$ cat src/rtl/mealy_seq_tx.sv
// mealy_seq_tx: queues 3-bit words and sends them MSB first in aligned 3-bit frames, idle 000 when empty.
// Accept-to-first-bit 1..3 cycles; in_ready low only when FIFO full; SEQ_TX_ZPRED_EN adds expected_z.
module seq_tx_fifo #(
  parameter int W     = 3,
  parameter int DEPTH = 4
) (
  input  logic                     clk,
  input  logic                     rst,
  input  logic                     wr_vld,
  input  logic [W-1:0]             wr_dat,
  input  logic                     rd_en,
  output logic [W-1:0]             rd_dat,
  output logic                     full,
  output logic                     empty,
  output logic [$clog2(DEPTH):0]   count
);
  localparam int AW = $clog2(DEPTH);
  localparam logic [AW:0] FULL_CNT = (AW+1)'(DEPTH);

  logic [W-1:0]  mem [DEPTH];
  logic [AW-1:0] wr_ptr;
  logic [AW-1:0] rd_ptr;
  logic [AW:0]   cnt;
  logic          push;
  logic          pop;

  assign full   = (cnt == FULL_CNT);
  assign empty  = (cnt == '0);
  assign count  = cnt;
  assign rd_dat = mem[rd_ptr];
  assign push   = wr_vld & ~full;
  assign pop    = rd_en & ~empty;

  always_ff @(posedge clk) begin
    if (rst) begin
      wr_ptr <= '0;
      rd_ptr <= '0;
      cnt    <= '0;
    end else begin
      if (push) begin
        mem[wr_ptr] <= wr_dat;
        wr_ptr      <= wr_ptr + 1'b1;
      end
      if (pop) begin
        rd_ptr <= rd_ptr + 1'b1;
      end
      case ({push, pop})
        2'b10:   cnt <= cnt + 1'b1;
        2'b01:   cnt <= cnt - 1'b1;
        default: cnt <= cnt;
      endcase
    end
  end
endmodule

module mealy_seq_tx #(
  parameter int FIFO_DEPTH = 4,
  parameter int CNT_W      = 8
) (
  input  logic                          clk,
  input  logic                          rst,
  input  logic [2:0]                    in_data,
  input  logic                          in_valid,
  output logic                          in_ready,
  output logic                          x_out,
  output logic                          frame_start,
  output logic                          frame_is_data,
  output logic                          expected_z,
  output logic [$clog2(FIFO_DEPTH):0]   fifo_count,
  output logic [CNT_W-1:0]              frames_sent
);
  typedef enum logic [1:0] {
    PH_B0  = 2'd0,
    PH_B1  = 2'd1,
    PH_B2  = 2'd2,
    PH_BAD = 2'd3
  } phase_t;

  phase_t           phase_q, phase_nxt;
  logic [2:0]       sr_q, sr_nxt;
  logic             data_q, data_nxt;
  logic [CNT_W-1:0] frames_q, frames_nxt;
  logic             pop;
  logic             frame_done;
  logic             push;
  logic             full;
  logic             empty;
  logic [2:0]       head;

  assign in_ready = ~full;
  assign push     = in_valid & ~full;

  seq_tx_fifo #(.W(3), .DEPTH(FIFO_DEPTH)) u_fifo (
    .clk    (clk),
    .rst    (rst),
    .wr_vld (push),
    .wr_dat (in_data),
    .rd_en  (pop),
    .rd_dat (head),
    .full   (full),
    .empty  (empty),
    .count  (fifo_count)
  );

  always_comb begin
    phase_nxt  = phase_q;
    sr_nxt     = sr_q;
    data_nxt   = data_q;
    pop        = 1'b0;
    frame_done = 1'b0;
    case (phase_q)
      PH_B0: begin
        phase_nxt = PH_B1;
        sr_nxt    = {sr_q[1:0], 1'b0};
      end
      PH_B1: begin
        phase_nxt = PH_B2;
        sr_nxt    = {sr_q[1:0], 1'b0};
      end
      PH_B2: begin
        // Frame boundary: the head word (if any) becomes the next frame.
        phase_nxt  = PH_B0;
        frame_done = data_q;
        if (!empty) begin
          pop      = 1'b1;
          sr_nxt   = head;
          data_nxt = 1'b1;
        end else begin
          sr_nxt   = 3'b000;
          data_nxt = 1'b0;
        end
      end
      default: phase_nxt = PH_B0;
    endcase
    frames_nxt = frames_q + CNT_W'(frame_done);
  end

  always_ff @(posedge clk) begin
    if (rst) begin
      phase_q  <= PH_B0;
      sr_q     <= 3'b000;
      data_q   <= 1'b0;
      frames_q <= '0;
    end else begin
      phase_q  <= phase_nxt;
      sr_q     <= sr_nxt;
      data_q   <= data_nxt;
      frames_q <= frames_nxt;
    end
  end

`ifdef SEQ_TX_ZPRED_EN
  logic par_q, par_nxt;
  logic ez_q, ez_nxt;

  // Parity is captured at load time since sr shifts the word away.
  always_comb begin
    par_nxt = pop ? ^head : par_q;
    ez_nxt  = (phase_q == PH_B1) & data_q & par_q;
  end

  always_ff @(posedge clk) begin
    if (rst) begin
      par_q <= 1'b0;
      ez_q  <= 1'b0;
    end else begin
      par_q <= par_nxt;
      ez_q  <= ez_nxt;
    end
  end

  assign expected_z = ez_q;
`else
  assign expected_z = 1'b0;
`endif

  assign x_out         = sr_q[2];
  assign frame_start   = (phase_q == PH_B0);
  assign frame_is_data = data_q;
  assign frames_sent   = frames_q;
endmodule

$ cat config.mk
export PLATFORM = sky130hd
export DESIGN_NAME = mealy_seq_tx
export DESIGN_NICKNAME = d
export VERILOG_FILES = /design/src/rtl/mealy_seq_tx.sv
export SDC_FILE = /design/constraint.sdc
export NUM_CORES = 1
export LEC_CHECK = 0
export ABC_AREA = 1
export BUFFER_PORTS_ARGS = -buffer_cell sky130_fd_sc_hd__buf_2
export CAP_MARGIN = 20
export CORE_MARGIN = 2
export CORE_UTILIZATION = 30
export CTS_CLUSTER_DIAMETER = 80
export DETAILED_ROUTE_END_ITERATION = 12
export GPL_TIMING_DRIVEN = 0
export SLEW_MARGIN = 20
export SYNTH_ARGS = -nofsm -noshare
export SYNTH_HDL_FRONTEND = slang
export SYNTH_SLANG_ARGS = --single-unit
$ cat constraint.sdc
create_clock -name clk -period 1.9 [get_ports clk]
set_input_delay 0.095 -clock clk [delete_from_list [all_inputs] [get_ports clk]]
set_output_delay 0.095 -clock clk [all_outputs]
set_load 0.01 [all_outputs]
==> out/metrics.cfg, run 1 <==
[outcome]
status = completed

[clocking]
clock_path_buffers = 2
tritoncts.num_buffers = 5
clock_latency_ns = 0.28
root_buffer = clkbuf_8
clock_sinks = 35
clk_pin_slew_worst_paths_ns = 0.07
tritoncts = built
htree_levels = 2

[place]
postPlaceCellArea_sq_um = 1780
globalplace.congestion = 0.707
dp_hpwl_mm = 2.04
port_buffers = 20
dp.cells = 278

[pwr]
p_comb_frac = 0.093
p_seq_frac = 0.525
vdd_drop_max_uv = 381
sw_frac_of_total = 0.236
p_int_mw = 1.20
p_per_area_nw_per_um2 = 821
power_switching_mw = 0.369
p_leak_nw = 0.849
pwr-share-clk = 0.381

[layout]
nets = 230
fin_area_sq_um = 1900
final_cells = 287
multi_input_area_sq_um = 604
diodes = 0
register_area_sq_um = 827
drive_gt1_frac = 0.240
final_common_cell = nand2_1
fillerInstances = 529
area_growth_pct = 19.9
layout_common_cells = 38 x nand2_1, 35 x inv_1, 22 x buf_2

[sta]
tns_ns = 0
clock_skew_ns = 0.00702
rsz0062_at_grt = false
finalSetupViolCount = 0
hold_viol = 0
fmax_ghz = 0.566
min_period_ns = 1.77
post-route-period-util = 0.931
maxSlewViolCount = 0

[floorplanning]
die_h_um = 76.8
fp-row-count = 26
core_area_sq_um = 5110
die_x_um = 76.8
die_area_sq_um = 5890
floorplan.initialDensity = 0.311
boundaryPins = 22

[synthesis]
postSynthAreaPerCell_sq_um = 8.45
yosysWarnings = 0
synthCells = 188
synth_area_leaders = dfxtp_1 29%, edfxtp_1 23%, nand2_1 9.2%
synth_area_sq_um = 1590
synth_top_area_share = 0.290
synth_nets = 202
yosysTopAreaCell = dfxtp_1
synth.yosys.seq_area_share = 0.517
synth.distinct_cells = 25
ys_ff_latch = 35

[route]
routed_wl_mm = 2.71
routed_via_density = 4.07
ant_nets = 0
route.detailed.drc = 0
vias = 1167
routedWlPerCell_um = 9.44
drt_iter0_drc = 37
dr.pass1.iters = 4

[setup_path]
path_class = flip-flop to flip-flop
r2r_cells = 12
start_kind = flip-flop
critical_path.max_fanout = 7
cp-end-kind = flip-flop
arrival_ns = 1.94
cp_data_required_time_ns = 2.08

[global_routing]
grt_start_max_net_pins = 12
overflow = 0
grt_pass1_vias = 1124
antenna_found_initial = 0
track_usage = 0.104
grt_pass1_wl_mm = 4.83

[hold_path]
hp-class = input pin to flip-flop
min_path_cells = 1

[run]
cap_violations = 0

==> final timing paths <==
kind | slack [ns] | endpoint | from
setup reg to reg | 0.13 | u_fifo.count[2] | u_fifo.count[2]
hold reg to reg | 0.45 | u_fifo.count[0] | u_fifo.count[0]
setup / recovery | 0.13 | u_fifo.count[2] | u_fifo.count[2]
hold / removal | 0.03 | u_fifo.mem[0][2] | in_data[2]
==> cell type report <==
class                           count  share of cell area
Buffer                              3             0.00920
Clock buffer                        8              0.0532
Inverter                           41              0.0834
Multi-Input combinational cell    109               0.317
Sequential cell                    35               0.434
Tap cell                           70              0.0460
Timing Repair Buffer               21              0.0565
==> flip-flops by register name, summed over array words and instances, names as in the netlist, named ones only <==
signal and count:
frame_is_data 1, frames_sent 8, phase_q 2, sr_q 3, u_fifo.count 3, u_fifo.mem 12
u_fifo.rd_ptr 2, u_fifo.wr_ptr 2
==> stage by stage <==
| stage | util | power, mW | hold slack [ns] | setup slack (ns) |
|---|---|---|---|---|
| finish | 0.373 | 1.56 | 0.0304 | 0.132 |
| detailed placement | 0.348 | 0.977 | 0.319 | 0.0328 |
| global placement | 0.348 | 0.976 | 0.320 | 0.109 |
| CTS | 0.367 | 1.59 | 0.0158 | 0.0218 |
| floorplan | - | 0.935 | 0.194 | 0.184 |
| global route | 0.373 | 1.65 | 0.0192 | 0.0109 |
==> cell usage after synthesis <==
| master | count |
|---|---|
| buf_4 | 1 |
| nand2_4 | 1 |
| dfxtp_1 | 23 |
| a21oi_1 | 9 |
| nor2_4 | 1 |
| o21ai_0 | 3 |
| nand3_2 | 1 |
| xnor2_1 | 1 |
| buf_2 | 2 |
| clkinv_4 | 1 |
| nand2_1 | 39 |
| xor2_1 | 1 |
| a21oi_2 | 4 |
| o21ai_1 | 6 |
| nand4_1 | 1 |
| edfxtp_1 | 12 |
| inv_1 | 35 |
| fa_1 | 1 |
| ha_1 | 7 |
| nand3_1 | 11 |
| conb_1 | 1 |
| nor3_1 | 1 |
| inv_2 | 5 |
| nor2_1 | 19 |
| nor3_2 | 2 |
==> per-layer routing <==
metal / share of wire / up-vias / track usage
met5: 0 / - / 0
met4: 0.023 / 0 / 0.0545
met3: 0.050 / 7 / 0.0388
met2: 0.47 / 20 / 0.168
met1: 0.46 / 509 / 0.120
li1: - / 631 / -
==> what timing repair did <==
action | 4_1_cts | 5_1_grt
hold buffers | 0 | 0
setup buffers | 0 | 1
gates resized for setup | 0 | 8
endpoints found under the setup margin | 0 | 2
==> critical path: stages (launching register included) <==
cell and delay (ns):
dfxtp_2 0.33, inv_1 0.12, nand3_2 0.12, nand2_4 0.10
clkinv_4 0.08, ha_1 0.22, inv_1 0.09, fa_2 0.20
inv_1 0.04, nand2_1 0.06, nand3_1 0.11, o21ai_2 0.14
a21oi_1 0.05
==> power groups by stage <==
stage | logic (mW) | registers, mW | clock network, mW
final | 0.146 | 0.822 | 0.596
after global routing | 0.169 | 0.825 | 0.657
after CTS | 0.141 | 0.821 | 0.626
after detailed placement | 0.139 | 0.838 | 0
after global placement | 0.138 | 0.838 | 0
after floorplan | 0.0958 | 0.839 | 0
==> kinds of logic after synthesis <==
family                   Yosys count  synth area share
flip-flops                        35             0.517
buffers and inverters             44             0.111
adder cells (fa/ha/maj)            8            0.0678
AO/OA/AOI/OAI                     22            0.0788
other                              1           0.00236
AND/OR/NAND/NOR                   76             0.212
XOR/XNOR                           2            0.0110
(Power assumes the default switching activity.)
==> run 2: changes to the inputs <==
--- a/config.mk
+++ b/config.mk
@@ -18,2 +18,3 @@
 export SYNTH_HDL_FRONTEND = slang
+export SYNTH_HIERARCHICAL = 1
 export SYNTH_SLANG_ARGS = --single-unit
==> constraint.sdc (replaced) <==
create_clock -name clk -period 1.65 [get_ports clk]
set_input_delay 0.0825 -clock clk [delete_from_list [all_inputs] [get_ports clk]]
set_output_delay 0.0825 -clock clk [all_outputs]
set_load 0.005 [all_outputs]
==> run 2 against run 1 <==
Hold slack worse by 0.017 ns. Total power up 11%. Global-route usage up 0.21 points. Fmax down 0.77%. Non-clock buffer count up 7. Sequential power up 16%. First-iteration DRC count up 27%. Setup slack worse by 0.26 ns. The run now ends with negative setup slack left.
==> out/metrics.cfg, run 2 <==
[synthesis]
synth.distinct_cells = 23  ; was 25
yosysWarnings = 6  ; was 0
async_flop_share = 0  ; unchanged
synth_area_leaders = dfxtp_1 29%, edfxtp_1 22%, nor2_1 7.9%  ; was dfxtp_1 29%, edfxtp_1 23%, nand2_1 9.2%
ys.flop_type = dfxtp_1  ; unchanged
yosysTopAreaCell = dfxtp_1  ; unchanged
ys_top_cells_by_count = 34 x nor2_1, 32 x nand2_1, 31 x inv_1  ; was 39 x nand2_1, 35 x inv_1, 23 x dfxtp_1
synth_top_area_share = 0.287  ; was 0.290
yosysMostFrequentCell = nor2_1  ; was nand2_1
synth_edf_count = 12  ; unchanged
synth_area_sq_um = 1610  ; was 1590 sq um
synth_nets = 208  ; was 202
synthCells = 194  ; was 188
postSynthAreaPerCell_sq_um = 8.28  ; was 8.45 sq um
ys_ff_latch = 35  ; unchanged
synth.yosys.seq_area_share = 0.511  ; was 0.517

[global_routing]
grt_util_met3 = 0.0329  ; was 0.0388
gr-usage-met2 = 0.172  ; was 0.168
grt_start_max_net_pins = 11  ; was 12
overflow = 0  ; unchanged
grt_pass1_wl_mm = 5.05  ; was 4.83 mm
antenna_found_initial = 0  ; unchanged
grt_pass1_vias = 1173  ; was 1124
track_usage = 0.106  ; was 0.104
grt.busiest_layer = met2  ; unchanged
grtUsageMet1 = 0.127  ; was 0.120

[pwr]
power_mw = 1.74  ; was 1.56 mW
p_leak_nw = 0.879  ; was 0.849 nW
p_per_area_nw_per_um2 = 862  ; was 821 nW/um^2
vdd_drop_max_uv = 333  ; was 381 uV

[clocking]
clock_path_buffers = 2  ; unchanged
clock_latency_ns = 0.28  ; about the same
clock_sinks = 35  ; unchanged
htree_levels = 2  ; unchanged
tritoncts.num_buffers = 5  ; unchanged
root_buffer = clkbuf_8  ; unchanged
clk_pin_slew_worst_paths_ns = 0.07  ; about the same
tritoncts = built  ; unchanged

[route]
route.detailed.drc = 0  ; unchanged
dr.pass1.iters = 4  ; unchanged
vias = 1273  ; was 1167
routed_via_density = 4.23  ; was 4.07
ant_nets = 0  ; unchanged
routedWlPerCell_um = 9.38  ; was 9.44 um
routed_wl_mm = 2.82  ; was 2.71 mm
drt_iter0_drc = 47  ; was 37

[floorplanning]
die_area_sq_um = 5960  ; was 5890 sq um
core_area_sq_um = 5140  ; was 5110 sq um
die_h_um = 77.2  ; was 76.8 um
fp-row-count = 26  ; unchanged
die_x_um = 77.2  ; was 76.8 um
floorplan.initialDensity = 0.313  ; was 0.311
boundaryPins = 22  ; unchanged

[sta]
post-route-period-util = 1.08  ; was 0.931
clock_skew_ns = 0.00933  ; was 0.00702 ns
finalSetupViolCount = 2  ; was 0
hold_viol = 0  ; unchanged
tns_ns = -0.180  ; was 0 ns
fmax_ghz = 0.561  ; was 0.566 GHz
min_period_ns = 1.78  ; was 1.77 ns
maxSlewViolCount = 0  ; unchanged
hold_slack_ns = 0.0130  ; was 0.0304 ns
layout_setup_ws_ns = -0.132  ; was 0.132 ns
rsz0062_at_grt = true  ; was false

[place]
dp_hpwl_mm = 2.08  ; was 2.04 mm
globalplace.congestion = 0.753  ; was 0.707
dp.cells = 284  ; was 278
port_buffers = 20  ; unchanged

[setup_path]
cp-end-kind = flip-flop  ; unchanged
arrival_ns = 1.96  ; was 1.94 ns
cp_data_required_time_ns = 1.82  ; was 2.08 ns
crit_slowest_cell = dfxtp_4  ; was dfxtp_2
path_class = flip-flop to flip-flop  ; unchanged
critical_path.max_fanout = 4  ; was 7
crit_chain = nor2_4, nand2_4, inv_4, nor2_4, inv_2, nor2_4, inv_2, ha_4, inv_2, fa_2, inv_1, nand2_1, nand3_2, nand2_1, nand2_1, nor2_1  ; was inv_1, nand3_2, nand2_4, clkinv_4, ha_1, inv_1, fa_2, inv_1, nand2_1, nand3_1, o21ai_2, a21oi_1
cpLargestDelayFamily = simple AND/OR/NAND/NOR gates  ; was adder cells
max_stage_delay_ns = 0.36  ; was 0.33 ns
path_buf_inv = 5  ; was 4
start_kind = flip-flop  ; unchanged

[layout]
final_cells = 301  ; was 287
fin_util = 0.393  ; was 0.373
largest_reg_flops = 12  ; unchanged
layout_common_cells = 31 x nor2_1, 31 x nand2_1, 26 x inv_1  ; was 38 x nand2_1, 35 x inv_1, 22 x buf_2
drive_gt1_frac = 0.320  ; was 0.240
area_growth_pct = 25.7  ; was 19.9%
top_register = u_fifo/mem  ; was u_fifo.mem
nets = 244  ; was 230
diodes = 0  ; unchanged

[outcome]
failed_checks = negative setup slack
status = finished with violations  ; was completed

[run]
cap_violations = 0  ; unchanged

[hold_path]
hp-class = input pin to flip-flop  ; unchanged

[run 2: cell type report]
| cell class | count | area [sq um] |
|---|---|---|
| inverters | 35 | 134 |
| clock buffers | 7 | 76.3 |
| clock inverters | 1 | 5.00 |
| fillers | 551 | 3120 |
| well taps | 70 | 87.6 |
| plain buffers | 2 | 12.5 |
| repair buffers | 29 | 168 |
| multi-input cells | 122 | 708 |
| flip-flops and latches | 35 | 828 |
[run 2: routing by layer]
layer / routed length [um] / part of all wire
met4: 53 / 0.019
met5: 0 / 0
met2: 1350 / 0.48
met3: 113 / 0.040
met1: 1310 / 0.46
[run 2: final timing paths]
| path | from | end | slack [ns] | cells after the start |
|---|---|---|---|---|
| max reg2reg | u_fifo/count[1] | u_fifo/count[2] | -0.13 | 16 |
| max | u_fifo/count[1] | u_fifo/count[2] | -0.13 | 16 |
| min | rst | u_fifo/rd_ptr[1] | 0.01 | 2 |
| min reg2reg | sr_q[0] | sr_q[0] | 0.48 | 2 |
[run 2: per-stage QoR]
| step | setup slack [ns] | instance area [sq um] |
|---|---|---|
| final | -0.132 | 2020 |
| after global routing | -0.254 | 2020 |
| after CTS | -0.150 | 1990 |
| after detailed placement | -0.236 | 1820 |
| after global placement | -0.220 | 1820 |
| after floorplan | -0.0841 | 1630 |
[run 2: power by group]
group	switching, mW	leakage [nW]	total (mW)	internal [mW]
clock network	0.285	0.0422	0.581	0.296
logic	0.124	0.539	0.210	0.0860
registers	0.0267	0.298	0.950	0.923
[run 2: timing repair]
item	in CTS	in global routing
gates resized for setup	7	8
endpoints found under the setup margin	2	5
gates cloned	0	0
pin swaps	5	6
hold buffers	0	0
buffers inserted	8	1
[run 2: cells by family (layout without fill, tap and decap cells)]
logic type | Yosys count | count (layout) | share of synthesized area
buffers and inverters | 37 | 74 | 0.0896
adders and majority gates | 8 | 8 | 0.0670
DFF | 35 | 35 | 0.511
other | 1 | 1 | 0.00233
and+or+nand+nor | 90 | 90 | 0.251
AOI/OAI and AO/OA | 23 | 23 | 0.0794
